$ cat config.mk
export PLATFORM = sky130hd
export DESIGN_NAME = cl_frame_rx
export DESIGN_NICKNAME = d
export VERILOG_FILES = /design/src/rtl/cl_frame_rx.sv
export SDC_FILE = /design/constraint.sdc
export NUM_CORES = 1
export LEC_CHECK = 0
export ABC_CLOCK_PERIOD_IN_PS = 5800
export CORE_ASPECT_RATIO = 2
export CORE_MARGIN = 2
export CORE_UTILIZATION = 50
export DETAILED_ROUTE_END_ITERATION = 8
export GPL_TIMING_DRIVEN = 0
export PLACE_DENSITY_LB_ADDON = 0.12
export SLEW_MARGIN = 5
export SYNTH_ARGS = -nofsm -noshare
export SYNTH_HDL_FRONTEND = slang
export SYNTH_SLANG_ARGS = --single-unit
$ cat constraint.sdc
create_clock -name clk -period 5.8 [get_ports clk]
set_clock_uncertainty 0.05 [all_clocks]
set_input_delay 1.16 -clock clk [delete_from_list [all_inputs] [get_ports clk]]
set_output_delay 1.16 -clock clk [all_outputs]
set_load 0.05 [all_outputs]
$ cat src/rtl/cl_frame_rx.sv
// cl_frame_rx: CameraLink frame receiver that re-times pixels and checks frame geometry and a counting data pattern
module cl_frame_rx #(
    parameter int DW = 16,
    parameter logic [DW-1:0] PATTERN_START = 16'd1
) (
    input  logic          clk,
    input  logic          rst,
    input  logic          rx_en,
    input  logic          frame_valid,
    input  logic          line_valid,
    input  logic          data_valid,
    input  logic [DW-1:0] din,
    input  logic [15:0]   app_image_w,
    input  logic [15:0]   app_image_h,
    input  logic          err_clr,
    output logic          pix_valid,
    output logic [DW-1:0] pix_data,
    output logic [11:0]   pix_x,
    output logic [11:0]   pix_y,
    output logic          sof,
    output logic          eol,
    output logic          frame_done,
    output logic [15:0]   meas_w,
    output logic [15:0]   meas_h,
    output logic [15:0]   frame_cnt,
    output logic          err_data,
    output logic          err_width,
    output logic          err_height,
    output logic          err_proto,
    output logic [15:0]   err_data_cnt
);
    localparam logic [1:0] S_SYNC = 2'd0, S_WAIT = 2'd1, S_BLANK = 2'd2, S_LINE = 2'd3;
    logic          r_fv1, r_lv1, r_dv1, r_fv2, r_lv2, r_dv2;
    logic [DW-1:0] r_d1, r_d2, r_exp;
    logic [1:0]    r_state, w_nstate;
    logic [11:0]   r_pixel_cnt, r_line_cnt, w_width, w_lines;
    logic [15:0]   r_meas_w, r_meas_h, r_frame_cnt, r_err_data_cnt;
    logic          r_frame_done, r_err_data, r_err_width, r_err_height, r_err_proto;
    logic          w_fv_rise, w_fv_fall, w_lv_rise, w_lv_fall;
    logic          w_pix, w_mis, w_line_end, w_frame_end;
    // The delayed copy holds the pixel being emitted, so stage 1 acts as one-sample lookahead for eol
    assign w_fv_rise   = r_fv1 & ~r_fv2;
    assign w_fv_fall   = ~r_fv1 & r_fv2;
    assign w_lv_rise   = r_lv1 & ~r_lv2;
    assign w_lv_fall   = ~r_lv1 & r_lv2;
    assign w_pix       = r_fv2 & r_lv2 & r_dv2 & (r_state == S_LINE);
    assign w_mis       = w_pix & (r_d2 != r_exp);
    assign w_line_end  = rx_en & (r_state == S_LINE) & (w_lv_fall | w_fv_fall);
    assign w_frame_end = rx_en & ((r_state == S_BLANK) | (r_state == S_LINE)) & w_fv_fall;
    assign w_width     = r_pixel_cnt + {11'd0, w_pix};
    assign w_lines     = r_line_cnt + {11'd0, w_line_end};
    assign pix_valid    = w_pix;
    assign pix_data     = r_d2;
    assign pix_x        = r_pixel_cnt;
    assign pix_y        = r_line_cnt;
    assign sof          = w_pix & (r_pixel_cnt == 12'd0) & (r_line_cnt == 12'd0);
    assign eol          = w_pix & (~r_lv1 | ~r_fv1);
    assign frame_done   = r_frame_done;
    assign meas_w       = r_meas_w;
    assign meas_h       = r_meas_h;
    assign frame_cnt    = r_frame_cnt;
    assign err_data     = r_err_data;
    assign err_width    = r_err_width;
    assign err_height   = r_err_height;
    assign err_proto    = r_err_proto;
    assign err_data_cnt = r_err_data_cnt;
    // Frame sync state: only a frame whose fv rise is seen after an idle fv is accepted
    always_comb begin
        w_nstate = r_state;
        case (r_state)
            S_SYNC:  w_nstate = ~r_fv1 ? S_WAIT : S_SYNC;
            S_WAIT:  w_nstate = w_fv_rise ? S_BLANK : S_WAIT;
            S_BLANK: w_nstate = w_fv_fall ? S_WAIT : (w_lv_rise ? S_LINE : S_BLANK);
            default: w_nstate = w_fv_fall ? S_WAIT : (w_lv_fall ? S_BLANK : S_LINE);
        endcase
        if (!rx_en)
            w_nstate = S_SYNC;
    end
    // Input pipeline is left out of reset so resync sees the true fv level right after reset
    always_ff @(posedge clk) begin
        r_fv1 <= frame_valid;
        r_lv1 <= line_valid;
        r_dv1 <= data_valid;
        r_d1  <= din;
        r_fv2 <= r_fv1;
        r_lv2 <= r_lv1;
        r_dv2 <= r_dv1;
        r_d2  <= r_d1;
    end
    // State, position counters, expected pattern and frame measurements
    always_ff @(posedge clk) begin
        if (rst) begin
            r_state      <= S_SYNC;
            r_pixel_cnt  <= '0;
            r_line_cnt   <= '0;
            r_exp        <= PATTERN_START;
            r_meas_w     <= '0;
            r_meas_h     <= '0;
            r_frame_cnt  <= '0;
            r_frame_done <= 1'b0;
        end else begin
            r_state      <= w_nstate;
            r_frame_done <= w_frame_end;
            if (w_fv_rise) begin
                r_pixel_cnt <= '0;
                r_line_cnt  <= '0;
                r_exp       <= PATTERN_START;
            end else begin
                r_pixel_cnt <= w_line_end ? 12'd0 : w_width;
                r_line_cnt  <= w_lines;
                r_exp       <= w_pix ? r_exp + DW'(1) : r_exp;
            end
            if (w_line_end)
                r_meas_w <= {4'd0, w_width};
            if (w_frame_end) begin
                r_meas_h    <= {4'd0, w_lines};
                r_frame_cnt <= r_frame_cnt + 16'd1;
            end
        end
    end
    // Sticky error flags; a new error in the clearing cycle still wins
    always_ff @(posedge clk) begin
        if (rst) begin
            r_err_data     <= 1'b0;
            r_err_width    <= 1'b0;
            r_err_height   <= 1'b0;
            r_err_proto    <= 1'b0;
            r_err_data_cnt <= '0;
        end else begin
            r_err_data     <= (r_err_data & ~err_clr) | w_mis;
            r_err_width    <= (r_err_width & ~err_clr) | (w_line_end & ({4'd0, w_width} != app_image_w));
            r_err_height   <= (r_err_height & ~err_clr) | (w_frame_end & ({4'd0, w_lines} != app_image_h));
            r_err_proto    <= (r_err_proto & ~err_clr) | (w_lv_rise & ~r_fv1) | (w_frame_end & (r_state == S_LINE));
            r_err_data_cnt <= err_clr ? {15'd0, w_mis} :
                              (w_mis & (r_err_data_cnt != 16'hFFFF)) ? r_err_data_cnt + 16'd1 : r_err_data_cnt;
        end
    end
endmodule

==> results of run 1 <==
## registers in the layout, indices dropped and copies added (netlist names), 12 cells and up
register,cells
r_d1,16
pix_x,12
meas_w,12
pix_data,16
meas_h,12
err_data_cnt,16
frame_cnt,16
r_exp,16
pix_y,12
## cells in the final DEF, fill, tap and decap left out, types with 3 or more instances in the layout
master | synthesis | layout
clkdlybuf4s50_1 | 0 | 158
dfxtp_1 | 141 | 141
nor2_1 | 98 | 98
xnor2_1 | 54 | 54
nand2_1 | 45 | 45
a21oi_1 | 33 | 33
xor2_1 | 30 | 30
nand3_1 | 26 | 26
a211oi_1 | 23 | 23
clkbuf_1 | 19 | 19
nand4_1 | 19 | 19
clkbuf_16 | 0 | 17
nor4_1 | 15 | 15
nor3_1 | 14 | 14
o21ai_0 | 13 | 13
inv_1 | 11 | 11
buf_2 | 9 | 9
and3_1 | 9 | 9
or3_1 | 9 | 9
buf_4 | 8 | 8
conb_1 | 1 | 8
nand2b_1 | 7 | 7
ha_1 | 7 | 7
clkinv_8 | 0 | 7
mux2i_1 | 6 | 6
and4_1 | 5 | 5
a31oi_1 | 5 | 5
nor2b_1 | 4 | 4
a31o_1 | 4 | 4
o2111ai_1 | 4 | 4
inv_8 | 0 | 4
buf_1 | 3 | 3
nand3b_1 | 3 | 3
nor3b_1 | 3 | 3
## final timing paths
kind / startpoint / to
max reg2reg: r_state[1] / err_width
min reg2reg: r_d1[4] / pix_data[4]
max: rx_en / err_height
min: r_d1[4] / pix_data[4]
## cell families after synthesis
kind of cell / Yosys count / synth area share, %
DFF: 141 / 46.6
other: 1 / 0.0619
and+or+nand+nor: 277 / 23.6
muxes: 6 / 0.991
xor gates and xnor gates: 84 / 12.1
buffers and inverters: 52 / 4.15
AOI/OAI and AO/OA: 100 / 10.9
adders and majority gates: 8 / 1.61
## area by class of cell
| cell class | count | area, µm² |
|---|---|---|
| clock inverter | 15 | 194 |
| clock buffer | 17 | 425 |
| inverter | 11 | 41.3 |
| buffer | 41 | 210 |
| timing repair buffer | 158 | 1580 |
| multi-input combinational | 483 | 3010 |
| tap | 145 | 181 |
| fill | 959 | 3300 |
| sequential | 141 | 2820 |
## power groups by stage
stage	combinational [µW]	sequential [µW]	clock, µW
after floorplan	51.7	1030	0
after global placement	139	1010	0
after detailed placement	141	1010	0
after CTS	142	991	1100
after global routing	151	992	1150
final	142	991	1090
## through the flow
stage,hold WS (ns),util (%),setup WS [ns],instance area [µm²],power [µW]
floorplan,0.260,-,2.26,6090,1090
CTS,0.278,71.9,1.43,8470,2240
finish,0.276,71.9,1.41,8470,2220
global route,0.283,71.9,1.16,8470,2290
detailed placement,0.262,66.7,1.01,7850,1150
global placement,0.260,66.7,0.955,7850,1150
## critical path: stages
cell and delay, ns:
clkdlybuf4s50_1 0.56, and4_1 0.21, clkbuf_1 0.28, clkbuf_1 0.49, ha_1 0.29, ha_1 0.29, xnor2_1 0.19, nand4_1 0.15
a2111oi_0 0.42, o2111ai_1 0.24, o31a_1 0.35
## per-layer routing
metal	vias up	part of all wire, %
met5	-	0
met4	0	2.9
met3	42	4.8
met2	182	55
met1	2599	37
li1	2702	-
==> qor.yml, run 1 <==
cts:
  cts.sinks: 141
  postCtsResizedCells: 0
  post_cts_buffers: 0
  cts_hold_repair.buffers: 0
  clk_latency_ns: 0.42
  cts_tree: "done"
  clk_pin_slew_ns: 0.07
  cts_made_buffers: 17
  clock-root-buffer: "clkbuf_16"
  cts-htree-levels: 4
  ctsLongestPathBuffers: 2
floorplanning:
  die-area_um2: 13100
  ios: 167
  die_width_um: 81.9
  die_y_um: 160
  rows: 56
  core_um2: 11800
  start_util_pct: 51.5
route:
  dr.pass1.iters: 4
  antenna_left: 0
  drt_iter0_markers: 253
  drc: 0
  vias_per_cell: 5.46
  totalWireLength_um: 16500
  routedWlPerCell_um: 16.4
  dr_total_vias: 5525
finish:
  nets: 915
  final_cell_count_no_fill: 1011
  syn_to_final_growth_pct: 39.7
  diodes: 0
  final_layout_size_suffix_gt1_share_pct: 7.97
logic_synthesis:
  async_reset_ff_share_pct: 0
  synthCells: 669
  yosys-top-cells-area: "dfxtp_1, xnor2_1, nor2_1, xor2_1, a211oi_1"
  syn_avg_cell_area_um2: 9.06
  yosysWarnings: 0
  syn-cell-area_um2: 6060
  yosysUniqueCellTypes: 61
  synth_seq_area_share_pct: 46.6
  yosysTopAreaCell: "dfxtp_1"
  synth_top_area_share_pct: 46.6
  synth_ff_type: "dfxtp_1"
  ys_ff_latch: 141
  synth.most_common_cell: "dfxtp_1"
  yosys-top-cells-count: "dfxtp_1, nor2_1, xnor2_1, nand2_1, a21oi_1"
  synth_edf_count: 0
critical_path:
  cp.arrival_ns: 4.65
  cp-start-kind: "primary input"
  required_ns: 6.06
  reg2reg_slack_ns: 1.81
  reg2reg_depth: 13
  path_max_fanout: 10
  crit_type: "in2reg"
  critPathCaptureType: "flop"
sta:
  slew_violations: 0
  finalHoldViolCount: 0
  fmax_mhz: 228
  grt_setup_unrepaired: "no"
  finalSetupViolations: 0
  tightest_slew_ns: 0.610
  min_period_over_period_pct: 75.7
  tns_ns: 0
  maxSlewHeadroom_pct: 59.0
  period_minus_slack_ns: 4.39
job:
  maxCapViolations: 0
pwr:
  pwr_density_cell_nw_per_um2: 262
  sw_frac_of_total_pct: 26.5
  switchingPower_uw: 588
  combPwrFrac_pct: 6.4
  seqPwrFrac_pct: 44.6
  p_int_uw: 1630
  clock_power_share_pct: 49.0
  p_leak_uw: 0.00300
  ir_drop_uv: 236
global_route:
  grtUsageMet2_pct: 48.7
  top_usage_layer: "met2"
  grt_overflow: 0
  grt.met1_usage_pct: 26.3
  grt_max_degree: 19
  antenna_found_initial: 0
  track_usage_pct: 26.1
  grt_pass1_vias: 5714
  grt.met3_usage_pct: 6.16
  grt_pass1_wl_um: 26700
place:
  port_buffers: 158
  dp_cells: 979
  gp_congestion: 0.892
  dpl.hpwl_um: 12400
min_path:
  hold_path_class: "reg2reg"
  worstHoldPathCells: 0
status:
  status: "completed"
Power figures use the tool's default switching activity.
==> run 2: changes to the inputs <==
ABC_CLOCK_PERIOD_IN_PS = 3770   (was 5800)
CORE_UTILIZATION = 44   (was 50)
clock period = 3.77 ns   (was 5.8 ns; I/O delays follow)
==> run 2 against run 1 <==
  * Sequential power grew 53%
  * Power up 54%
  * Flip-flop and latch count did not move
  * Largest power group unchanged
  * Critical path depth decreased by 1
  * Setup slack worse by 1.1 ns
  * Worst hold slack better by 0.00098 ns
  * Design area is essentially flat
  * Global-route usage fell by 2.8 points
  * Via count is 1.8% lower
  * Register-to-register slack worse by 1.5 ns
  * Critical endpoint unchanged
  * Utilization down 8.9 points
  * Clock power is 54% higher
==> qor.yml, run 2 (synthesis results as in run 1) <==
critical_path:
  cp-start-kind: "primary input"  # unchanged
  critPathCaptureType: "flop"  # unchanged
  reg2reg_depth: 12  # was 13
  cp.arrival_ns: 3.73  # was 4.65 ns
  crit_type: "in2reg"  # unchanged
  path_max_fanout: 10  # unchanged
  required_ns: 4.03  # was 6.06 ns
pwr:
  seqPwrFrac_pct: 44.6  # about the same
  totalPowerFinal_uw: 3420  # was 2220 µW
  p_leak_uw: 0.00299  # was 0.00300 µW
  sw_frac_of_total_pct: 25.3  # was 26.5%
  clock_power_share_pct: 49.0  # about the same
  pwr_density_cell_nw_per_um2: 404  # was 262 nW/µm²
  ir_drop_uv: 376  # was 236 µV
  switchingPower_uw: 865  # was 588 µW
  p_int_uw: 2560  # was 1630 µW
  combPwrFrac_pct: 6.4  # about the same
cts:
  cts_hold_repair.buffers: 0  # unchanged
  cts_tree: "done"  # unchanged
  clock-root-buffer: "clkbuf_16"  # unchanged
  clk_latency_ns: 0.42  # about the same
  cts.sinks: 141  # unchanged
  cts_made_buffers: 17  # unchanged
  ctsLongestPathBuffers: 2  # unchanged
  cts-htree-levels: 4  # unchanged
  post_cts_buffers: 0  # unchanged
  clk_pin_slew_ns: 0.06  # was 0.07 ns
route:
  vias_per_cell: 5.33  # was 5.46
  antenna_left: 0  # unchanged
  dr_total_vias: 5428  # was 5525
  drt_iter0_markers: 215  # was 253
  totalWireLength_um: 16900  # was 16500 µm
  drc: 0  # unchanged
  dr.pass1.iters: 4  # unchanged
  routedWlPerCell_um: 16.6  # was 16.4 µm
global_route:
  grt_pass1_vias: 5512  # was 5714
  grt_pass1_wl_um: 26900  # was 26700 µm
  grt_max_degree: 17  # was 19
  grt_overflow: 0  # unchanged
  track_usage_pct: 23.3  # was 26.1%
  antenna_found_initial: 0  # unchanged
sta:
  finalHoldViolCount: 0  # unchanged
  slew_violations: 0  # unchanged
  tightest_slew_ns: 0.636  # was 0.610 ns
  period_minus_slack_ns: 3.47
  fmax_mhz: 288
  finalSetupViolations: 0  # unchanged
  maxSlewHeadroom_pct: 57.6  # was 59.0%
  grt_setup_unrepaired: "no"  # unchanged
  min_period_over_period_pct: 92.1
finish:
  diodes: 0  # unchanged
  layout_commonest_cell: "clkdlybuf4s50_1"  # unchanged
  final_cell_count_no_fill: 1019  # was 1011
  mostFrequentLayoutCells: "clkdlybuf4s50_1, dfxtp_1, nor2_1"  # unchanged
  syn_to_final_growth_pct: 39.7  # about the same
  final_layout_size_suffix_gt1_share_pct: 8.45  # was 7.97%
  stdcell_area_um2: 8470  # about the same
  nets: 913  # was 915
floorplanning:
  start_util_pct: 45.1  # was 51.5%
  rows: 60  # was 56
  ios: 167  # unchanged
  die_width_um: 87.0  # was 81.9 µm
  die_y_um: 170  # was 160 µm
  die-area_um2: 14800  # was 13100 µm²
  core_um2: 13400  # was 11800 µm²
job:
  maxCapViolations: 0  # unchanged
min_path:
  hold_path_class: "reg2reg"  # unchanged
  worstHoldPathCells: 0  # unchanged
place:
  gp_congestion: 0.876  # was 0.892
  port_buffers: 158  # unchanged
  dp_cells: 989  # was 979
  placed_cell_area_um2: 7860  # was 7850 µm²
  dpl.hpwl_um: 13000  # was 12400 µm
status:
  status: "completed"  # unchanged
## run 2: cell count changes in the layout (fill, tap and decap cells not counted), moves of 2 or more
cell	before	now
clkinv_8	7	2
clkbuf_1	19	16
a2111oi_0	2	0
a2111oi_1	0	2
inv_6	2	4
## run 2: timing repair
action / in CTS / in global routing
endpoints found under the setup margin: 2 / 2
endpoints found under the hold margin: 0 / 0
gates resized for setup: 3 / 4
## run 2: final timing paths
| check | from | end | slack [ns] |
|---|---|---|---|
| hold / removal | r_d1[12] | pix_data[12] | 0.28 |
| hold reg to reg | r_d1[12] | pix_data[12] | 0.28 |
| setup / recovery | rx_en | err_height | 0.30 |
| setup reg to reg | r_state[1] | err_width | 0.32 |
## run 2: layout make-up
class | instances | area [µm²]
clock buffers | 17 | 425
repair buffers | 158 | 1580
clock inverters | 15 | 173
flip-flops and latches | 141 | 2820
well taps | 155 | 194
multi-input cells | 483 | 3020
inverters | 11 | 41.3
plain buffers | 39 | 206
fillers | 1179 | 4970
## run 2: worst max-delay path, cell delays in order
cell and delay, ns:
clkdlybuf4s50_1 0.55, and4_2 0.36, clkbuf_4 0.27, ha_1 0.23, ha_1 0.30, xnor2_1 0.18, nand4_1 0.15, a2111oi_1 0.39
o2111ai_1 0.22, o31a_1 0.33
## run 2: power groups by stage
stage / sequential (µW) / combinational, µW / clock (µW)
CTS: 1520 / 220 / 1710
finish: 1520 / 220 / 1680
floorplan: 1590 / 79.6 / 0
global route: 1530 / 233 / 1760
detailed placement: 1560 / 218 / 0
global placement: 1560 / 216 / 0
## run 2: per-layer routing
layer,vias up,part of all wire (%),track usage [%]
li1,2700,-,-
met5,-,0,0
met1,2541,37,24.1
met2,158,56,44.0
met4,0,2.5,10.7
met3,29,4.2,3.69
## run 2: metrics by stage
| stage | utilization [%] | setup slack, ns | setup TNS [ns] | hold slack (ns) |
|---|---|---|---|---|
| CTS | 63.0 | 0.0775 | 0 | 0.278 |
| finish | 63.0 | 0.298 | 0 | 0.277 |
| global route | 63.0 | 0.0471 | 0 | 0.282 |
| global placement | 58.5 | -0.655 | -1.04 | 0.261 |
| floorplan | - | 0.371 | 0 | 0.260 |
| detailed placement | 58.5 | -0.670 | -1.24 | 0.262 |
==> run 3: changes to the inputs <==
ABC_CLOCK_PERIOD_IN_PS = not set   (was 3770)
CORE_MARGIN = not set   (was 2)
==> run 3 against run 2 <==
  * Global-route usage shrank 0.28 points
  * Setup slack lost 0.047 ns
  * Non-clock buffer count is the same
  * Critical endpoint unchanged
  * Largest cell class unchanged
==> qor.yml, run 3 (synthesis results as in run 1) <==
floorplanning:
  ios: 167  # unchanged
  die_width_um: 85.0  # was 87.0 µm
  rows: 60  # unchanged
  die_y_um: 168  # was 170 µm
  die-area_um2: 14300  # was 14800 µm²
  start_util_pct: 45.1  # unchanged
  core_um2: 13400  # unchanged
finish:
  nets: 913  # unchanged
  final_layout_size_suffix_gt1_share_pct: 8.68  # was 8.45%
  n_fill_cell: 1186  # was 1179
  seqCellArea_um2: 2820  # unchanged
  mostFrequentLayoutCells: "clkdlybuf4s50_1, dfxtp_1, nor2_1"  # unchanged
  multi_input_area_um2: 3030  # was 3020 µm²
  syn_to_final_growth_pct: 39.5  # was 39.7%
  layout_commonest_cell: "clkdlybuf4s50_1"  # unchanged
  stdcell_area_um2: 8460  # was 8470 µm²
  diodes: 0  # unchanged
  final_util_pct: 62.9  # was 63.0%
job:
  maxCapViolations: 0  # unchanged
min_path:
  worstHoldPathCells: 0  # unchanged
  hp-start: "r_d1[11]"  # was r_d1[12]
  worst_hold_path.endpoint: "pix_data[11]"  # was pix_data[12]
  hold_path_class: "reg2reg"  # unchanged
pwr:
  sw_frac_of_total_pct: 24.5  # was 25.3%
  pwr_density_cell_nw_per_um2: 398  # was 404 nW/µm²
  seqPwrFrac_pct: 45.4  # was 44.6%
  p_leak_uw: 0.00297  # was 0.00299 µW
  switchingPower_uw: 823  # was 865 µW
  clock_power_share_pct: 48.2  # was 49.0%
  totalPowerFinal_uw: 3360  # was 3420 µW
  p_int_uw: 2540  # was 2560 µW
  ir_drop_uv: 339  # was 376 µV
  combPwrFrac_pct: 6.5  # was 6.4%
global_route:
  grt_pass1_wl_um: 25900  # was 26900 µm
  grt_overflow: 0  # unchanged
  grt_pass1_vias: 5381  # was 5512
  track_usage_pct: 23.0  # was 23.3%
  antenna_found_initial: 0  # unchanged
  grt_max_degree: 17  # unchanged
sta:
  tightest_slew_ns: 0.601  # was 0.636 ns
  holdWs_ns: 0.274  # was 0.277 ns
  finalHoldViolCount: 0  # unchanged
  period_minus_slack_ns: 3.52  # was 3.47 ns
  setup_ws_ns: 0.251  # was 0.298 ns
  maxSlewHeadroom_pct: 59.8  # was 57.6%
  finalSetupViolations: 0  # unchanged
  grt_setup_unrepaired: "no"  # unchanged
  min_period_over_period_pct: 93.3  # was 92.1%
  slew_violations: 0  # unchanged
  fmax_mhz: 284  # was 288 MHz
place:
  dpl.hpwl_um: 12500  # was 13000 µm
  post-place-ws_ns: -0.720  # was -0.670 ns
  placed_cell_area_um2: 7860  # unchanged
  port_buffers: 158  # unchanged
  gp_congestion: 0.853  # was 0.876
cts:
  clk_latency_ns: 0.41  # was 0.42 ns
  cts_hold_repair.buffers: 0  # unchanged
  cts-htree-levels: 4  # unchanged
  clk_pin_slew_ns: 0.06  # about the same
  clock-root-buffer: "clkbuf_16"  # unchanged
  cts_made_buffers: 17  # unchanged
  cts.sinks: 141  # unchanged
  cts_tree: "done"  # unchanged
  ctsLongestPathBuffers: 2  # unchanged
route:
  vias_per_cell: 5.37  # was 5.33
  drt_iter0_markers: 185  # was 215
  dr_total_vias: 5473  # was 5428
  routedWlPerCell_um: 15.9  # was 16.6 µm
  totalWireLength_um: 16200  # was 16900 µm
  dr.pass1.iters: 6  # was 4
  drc: 0  # unchanged
  antenna_left: 0  # unchanged
critical_path:
  crit_type: "in2reg"  # unchanged
  critPathCaptureType: "flop"  # unchanged
  cp.arrival_ns: 3.77  # was 3.73 ns
  r2r_end: "err_height"  # was err_width
  cp-start-kind: "primary input"  # unchanged
  required_ns: 4.02  # was 4.03 ns
  reg2reg_slack_ns: 0.29  # was 0.32 ns
  path_max_fanout: 10  # unchanged
  reg2reg_depth: 11  # was 12
  r2r_start: "r_fv2"  # was r_state[1]
status:
  status: "completed"  # unchanged
[run 3: area by class of cell]
class,count,area share (%)
Tap cell,155,2.29
Clock buffer,17,5.03
Clock inverter,15,1.76
Sequential cell,141,33.4
Buffer,39,2.44
Multi-Input combinational cell,483,35.9
Inverter,11,0.533
Timing Repair Buffer,158,18.7
[run 3: timing repair]
item                                    in CTS  in global routing
hold endpoints to repair                     0                  0
setup buffers                                0                  0
gates cloned                                 0                  0
resized for setup                            4                  6
endpoints found under the setup margin       2                  2
[run 3: routing by layer]
metal	wire length (µm)	up-vias	global-route usage, %
met5	0	-	0
met2	8970	190	43.8
met1	6090	2564	23.7
li1	-	2694	-
met4	351	0	8.77
met3	781	25	5.29
[run 3: critical path, cell delays in order]
cell and delay [ns]:
clkdlybuf4s50_1 0.53, and4_2 0.35, clkbuf_4 0.27, ha_1 0.22
ha_1 0.29, xnor2_1 0.18, nand4_1 0.14, a2111oi_1 0.45
o2111ai_1 0.24, o31a_1 0.34
[run 3: how the worst max path moves through the flow]
stage	slack, ns	end	startpoint	depth (start not counted)
floorplan	0.37	err_width	r_state[1]	13
global placement	-0.68	err_height	rx_en	11
detailed placement	-0.72	err_height	rx_en	11
CTS	0.05	err_height	rx_en	11
global route	0.08	err_height	rx_en	10
finish	0.25	err_height	rx_en	10
[run 3: power by group through the flow]
| stage | Combinational, µW | Sequential [µW] | Clock (µW) |
|---|---|---|---|
| 6_report | 218 | 1530 | 1620 |
| 5_1_grt | 229 | 1530 | 1720 |
| 4_1_cts | 218 | 1520 | 1650 |
| 3_5_place_dp | 217 | 1560 | 0 |
| 3_3_place_gp | 215 | 1560 | 0 |
| 2_1_floorplan | 79.6 | 1590 | 0 |
[run 3: per-stage QoR]
step	cells	setup TNS [ns]
finish	1019	0
global route	1019	0
CTS	1020	0
detailed placement	989	-0.975
global placement	989	-0.936
floorplan	676	0
